## src/rtl/alu_mult_sequencer.sv

```systemverilog
// ============================================================================
//  Module      : alu_mult_sequencer
//  Description : Shift-and-add 32x32 -> 32 (low word) unsigned multiplier
//                sequencer. It owns no accumulator adder. Every partial-sum
//                addition is issued to an external combinational ALU through
//                SrcA/SrcB/ALUControl, and the sum comes back on ALUResult.
//
//  Ports
//    clk          in   1   clock, rising edge
//    reset        in   1   synchronous, active-high
//    Start        in   1   start request (accepted in IDLE or DONE)
//    Multiplicand in  32   operand A, captured on the accepting edge
//    Multiplier   in  32   operand B, captured on the accepting edge
//    Busy         out  1   high while in RUN
//    Done         out  1   one-cycle completion pulse (DONE state)
//    Product      out 32   low 32 bits of A*B, held until the next completion
//    SrcA         out 32   ALU operand A
//    SrcB         out 32   ALU operand B
//    ALUControl   out  3   ALU opcode (010 = ADD while in RUN, else 000)
//    ALUResult    in  32   combinational ALU result
//    ZeroFlag     in   1   ALU zero flag, not used by this block
//
//  Parameter
//    EARLY_EXIT   1: stop once the remaining multiplier bits are all zero
//                 0: always run 32 steps
//
//  Revision    : 1.0  initial release
// ============================================================================
`default_nettype none

module alu_mult_sequencer #(
    parameter int EARLY_EXIT = 1
) (
    input  logic        clk,
    input  logic        reset,
    input  logic        Start,
    input  logic [31:0] Multiplicand,
    input  logic [31:0] Multiplier,
    output logic        Busy,
    output logic        Done,
    output logic [31:0] Product,
    output logic [31:0] SrcA,
    output logic [31:0] SrcB,
    output logic [2:0]  ALUControl,
    input  logic [31:0] ALUResult,
    input  logic        ZeroFlag
);

    localparam logic [2:0] c_alu_and = 3'b000;
    localparam logic [2:0] c_alu_add = 3'b010;

    typedef enum logic [1:0] {
        ST_IDLE = 2'd0,
        ST_RUN  = 2'd1,
        ST_DONE = 2'd2
    } state_t;

    state_t      r_state;
    state_t      w_state_nxt;
    logic [31:0] r_mcand;
    logic [31:0] r_mplier;
    logic [31:0] r_acc;
    logic [4:0]  r_count;
    logic [31:0] r_product;
    logic        w_last_step;

    // The zero flag carries no information the sequencer needs.
    logic        w_unused_zeroflag;
    assign w_unused_zeroflag = ZeroFlag;

    // Final step: 32nd iteration, or (early exit) no set bits remain above
    // the one being consumed this cycle.
    assign w_last_step = (r_count == 5'd31) ||
                         ((EARLY_EXIT != 0) && (r_mplier[31:1] == 31'd0));

    // ------------------------------------------------------------------
    // Next-state and ALU drive
    // ------------------------------------------------------------------
    always_comb begin
        w_state_nxt = r_state;
        SrcA        = 32'h0;
        SrcB        = 32'h0;
        ALUControl  = c_alu_and;
        case (r_state)
            ST_IDLE: begin
                if (Start) w_state_nxt = ST_RUN;
            end
            ST_RUN: begin
                SrcA       = r_acc;
                SrcB       = r_mplier[0] ? r_mcand : 32'h0;
                ALUControl = c_alu_add;
                if (w_last_step) w_state_nxt = ST_DONE;
            end
            ST_DONE: begin
                w_state_nxt = Start ? ST_RUN : ST_IDLE;
            end
            default: w_state_nxt = ST_IDLE;
        endcase
    end

    // ------------------------------------------------------------------
    // State and datapath registers
    // ------------------------------------------------------------------
    always_ff @(posedge clk) begin
        if (reset) begin
            r_state   <= ST_IDLE;
            r_mcand   <= 32'h0;
            r_mplier  <= 32'h0;
            r_acc     <= 32'h0;
            r_count   <= 5'd0;
            r_product <= 32'h0;
        end else begin
            r_state <= w_state_nxt;
            case (r_state)
                ST_IDLE, ST_DONE: begin
                    if (Start) begin
                        r_mcand  <= Multiplicand;
                        r_mplier <= Multiplier;
                        r_acc    <= 32'h0;
                        r_count  <= 5'd0;
                    end
                end
                ST_RUN: begin
                    // Accumulation comes back from the external ALU.
                    r_acc    <= ALUResult;
                    r_mcand  <= {r_mcand[30:0], 1'b0};
                    r_mplier <= {1'b0, r_mplier[31:1]};
                    r_count  <= r_count + 5'd1;
                    if (w_last_step) r_product <= ALUResult;
                end
                default: ;
            endcase
        end
    end

    assign Busy    = (r_state == ST_RUN);
    assign Done    = (r_state == ST_DONE);
    assign Product = r_product;

endmodule

`default_nettype wire
```

## config.mk

```make
export PLATFORM = sky130hd
export DESIGN_NAME = alu_mult_sequencer
export DESIGN_NICKNAME = d
export VERILOG_FILES = /design/src/rtl/alu_mult_sequencer.sv
export SDC_FILE = /design/constraint.sdc
export NUM_CORES = 1
export LEC_CHECK = 0
export CAP_MARGIN = 5
export CORE_MARGIN = 2
export CORE_UTILIZATION = 46
export DETAILED_ROUTE_END_ITERATION = 16
export HOLD_SLACK_MARGIN = 0.05
export PLACE_DENSITY = 0.91
export SLEW_MARGIN = 20
export SYNTH_ARGS = -nofsm -noshare
export SYNTH_HDL_FRONTEND = slang
export SYNTH_SLANG_ARGS = --single-unit
```

## constraint.sdc

```tcl
create_clock -name clk -period 2.16 [get_ports clk]
set_clock_uncertainty 0.2 [all_clocks]
set_input_delay 0.324 -clock clk [delete_from_list [all_inputs] [get_ports clk]]
set_output_delay 0.324 -clock clk [all_outputs]
set_load 0.02 [all_outputs]
```

; Word-level counts from Yosys, hierarchy flattened
; Cells that the tools add are included.
[totals]
elab_cells = 37
inputBits = 100
out_inout_bits = 101
regBits = 135
[classes]
n_reduce_logical = 8
addsub = 1
mux = 16
n_eq_ne = 6
[ops]
columns = operator, n
row1 = two-way mux 32 bit, 6
row2 = case mux 32 bit (2 select lines), 3
row3 = logical NOT 31 bit, 1
row4 = case mux 5 bit (2 select lines), 1
row5 = two-way mux 2 bit, 3
row6 = case mux 2 bit (3 select lines), 1
row7 = AND reduction 2 bit, 3
row8 = "adder 5 x 1 -> 5 bit, second input constant", 1
row9 = "equality test 5 bit, second input constant", 1
row10 = two-way mux 5 bit, 1
row11 = "inequality test 2 bit, second input constant", 2
row12 = "equality test 2 x 1 -> 1 bit, second input constant", 1
row13 = "equality test 2 bit, second input constant", 1
row14 = logical NOT 2 bit, 1
row15 = "inequality test 2 x 1 -> 1 bit, second input constant", 1
row16 = nonzero test 2 bit, 1
row17 = OR reduction 2 bit, 1
row18 = logical OR 1 bit, 1
row19 = two-way mux 1 bit, 1

; Logic depth before layout (Yosys ltp)
[depth]
ltp_word = 4
mapped_depth = 7
ltp_nobuf = 6

; Least setup slack after synthesis
; Ideal clock, no wire load.
[synth_path]
kind = register to output
startpoint = register r_state[1]
endpoint = output port SrcB[10]
arrival_ps = 1441
slack_ps = 195
n_path_buf = 3
path_stages_with_launch = 7
required_ps = 1636
cell_sequence = dfxtp_1 nand2b_1 inv_2 buf_2 buf_2 clkbuf_1 and3_1
[synth_via]
elab_chain_cells = 2
[synth_rtl]
columns = item, line
row1 = from (decl), 58  ; state_t r_state;
row2 = from (signal assigned), 113  ; r_state <= w_state_nxt;
row3 = equality test 2 x 1 -> 1 bit, 84  ; case (r_state)
row4 = two-way mux 32 bit, 84
row5 = to (decl), 43  ; output logic [31:0] SrcB,
; No other way between the ends.

; Final worst setup path
[layout_path]
startpoint = register r_state[1]
endpoint = output port SrcB[23]
; Same word-level chain as after synthesis.

==> metrics.csv <==
metric,value,unit
outcome,finished clean,
io_pins,201,
cap_violations,0,
worstSetupPathType,flop to output port,
initialDrtViolationCount,560,
rows,41,
required,1640,ps
synth_common_cells,"dfxtp_1, nand2_1, a22oi_1, a21oi_1, clkbuf_1",
seqPwrFrac,39.6,%
die_h,117.8,microns
cts_tree,yes,
drc_errors,0,
synth_edf_count,0,
synthAdderAreaFrac,0.4198,%
syn_area_per_cell,8.577,sq um
dp_hpwl,11900,microns
async_reset_ff_share,0,%
clkPwrFrac,39.4,%
yosysMostFrequentCell,dfxtp_1,
fin_nets,970,
grtUsageTotal,26.26,%
routed_wl,18820,microns
yosysTopAreaCellShare,45.34,%
synth_top_area_cell,dfxtp_1,
finalHoldViolations,0,
wl_per_cell,17.87,microns
startpoint_type,flop,
netlist_instances,695,
syn_area,0.005961,sq mm
cts-root-buf,clkbuf_16,
fin_crit_sh,97.49,%
switching_share,28.07,%
final.setup.tns,0,ps
power_density,839.5,mW/mm^2
grt_remaining_overflow,0,
min_period,2106,ps
leakagePower,3.433,nW
final_cell_area,0.008647,sq mm
peakVddDrop,514.6,uV
hp-class,input port to flop,
ys_ff_latch,135,
crit_path_end_kind,output port,
p_sw,0.002038,W
grt_max_degree,83,
die_w,117.8,microns
cp.arrival,1580,ps
finalMaxSlewViolations,0,
grt_setup_unrepaired,no,
antenna_cells,0,
io_buffers,197,
setup_viol,0,
cts_buffers,17,
fp.coreArea,0.01262,sq mm
initial_core_util,47.23,%
cellInternalPower,0.005221,W
antenna_found_initial,0,
grt_pass1_vias,5733,
grt_pass1_wl,29360,microns
place.gp.congestion,0.8364,
drtPass1Iterations,5,
dp.cells,1018,
crit_fanout,18,
drive_gt1_share,18.62,%
ys.flop_type,dfxtp_1,
synth_compound_area_share,28.46,%
synth_mux_area_share,0.1889,%
synth-xor-area-share,0,%
die_area,0.01389,sq mm
yosysWarnings,0,
synth-simple-area-share,19.96,%
htree_levels,4,
clockBufferDepth,2,
insertion_delay,420,ps
path_clk_slew,60,ps
synth_seq_area_share,45.34,%
drtAntennaViolNets,0,
combinationalPowerShare,21.0,%
via_per_inst,5.802,
fmax,474.9,MHz
synth_top_family_by_area,compound AO/OA/AOI/OAI gates,
syn_to_final_growth,45.07,%
vias,6109,
ys_types,31,
stdcell_count,1053,
placed_area,0.008142,sq mm
fillerInstances,997,
cts_sinks,135,
ys_top_cells_by_area,"dfxtp_1, a22oi_1, nand2_1",
## critical path: stages (launching register included)
cell	delay [ps]
dfxtp_1	320
nand2b_4	170
inv_8	110
buf_12	140
and3_1	160
clkdlybuf4s15_2	260
## cells in the final DEF, fill, tap and decap left out, drive strengths merged, types with 2 or more instances in the layout
| cell | netlist | final |
|---|---|---|
| a21oi | 63 | 63 |
| a22oi | 97 | 97 |
| and2 | 32 | 32 |
| and3 | 33 | 33 |
| buf | 19 | 58 |
| bufbuf | 0 | 2 |
| bufinv | 0 | 3 |
| clkbuf | 53 | 34 |
| clkdlybuf4s15 | 0 | 22 |
| clkdlybuf4s50 | 0 | 129 |
| clkinv | 0 | 8 |
| conb | 1 | 2 |
| dfxtp | 135 | 135 |
| ha | 2 | 2 |
| nand2 | 128 | 128 |
| nand2b | 2 | 2 |
| nand4 | 3 | 3 |
| nor2 | 45 | 45 |
| nor2b | 2 | 2 |
| nor3 | 2 | 2 |
| nor4 | 7 | 7 |
| o211ai | 64 | 64 |
## logic make-up (layout without fill, tap and decap cells)
family | count (synthesis) | after routing
AOI/OAI and AO/OA | 228 | 228
muxes | 1 | 1
and+or+nand+nor | 255 | 255
DFF | 135 | 135
buffers and inverters | 73 | 258
other | 1 | 2
adders and majority gates | 2 | 2
## final cells by class
| type | count | area [sq um] | share of cell area [%] |
|---|---|---|---|
| clock buffers | 21 | 450.4 | 5.209 |
| clock inverters | 11 | 130.1 | 1.505 |
| multi-input cells | 488 | 2959 | 34.22 |
| flip-flops and latches | 135 | 2703 | 31.25 |
| well taps | 172 | 215.2 | 2.489 |
| repair buffers | 225 | 2178 | 25.19 |
| inverters | 1 | 11.26 | 0.1302 |
## per-layer routing
layer,GRT usage [%],part of all wire [%],vias to the layer above,wire length (microns)
li1,-,-,2849,-
met1,30.99,40,2956,7531
met2,45.39,51,253,9631
met3,6.056,6.0,51,1122
met4,11.67,2.8,0,529
met5,0,0,-,0
## per-stage QoR
step / total power (W) / utilization (%) / setup slack [ps] / hold WS (ps)
after floorplan: 0.003699 / - / 195.3 / 231.9
after global placement: 0.004316 / 64.52 / 51.44 / 237.8
after detailed placement: 0.004364 / 64.52 / 12.03 / 253.7
after CTS: 0.007252 / 69.56 / 0.8894 / 88.79
after global routing: 0.007533 / 68.52 / 1.000 / 105.5
final: 0.007259 / 68.52 / 54.16 / 97.82
## final timing paths
path                     from          end  slack, ps  cells past startpoint
setup / recovery   r_state[1]     SrcB[23]         50                      5
hold / removal          reset   r_count[3]        100                      2
setup reg to reg   r_state[1]  r_mcand[30]         80                      8
hold reg to reg   r_mcand[31]  r_mcand[31]        260                      2
## state kept, by name, summed over array words and instances, names as in the netlist
name	count
r_mcand	32
r_mplier	32
r_state	2
Product	32
r_acc	32
r_count	5
## power by group through the flow
| stage | clock [W] | sequential (W) | combinational, W |
|---|---|---|---|
| 2_1_floorplan | 0 | 0.00295 | 0.000751 |
| 5_1_grt | 0.00301 | 0.00289 | 0.00163 |
| 3_5_place_dp | 0 | 0.00291 | 0.00145 |
| 4_1_cts | 0.00289 | 0.00287 | 0.00150 |
| 3_3_place_gp | 0 | 0.00290 | 0.00142 |
| 6_report | 0.00286 | 0.00287 | 0.00152 |
## what timing repair did
| item | 4_1_cts | 5_1_grt |
|---|---|---|
| cloned | 2 | 1 |
| gates resized for setup | 203 | 35 |
| endpoints found under the setup margin | 67 | 41 |
| pin swaps | 0 | 1 |
| buffers inserted | 0 | 0 |
| hold endpoints to repair | 0 | 0 |
| hold buffers | 0 | 0 |
(Power assumes the default switching activity.)
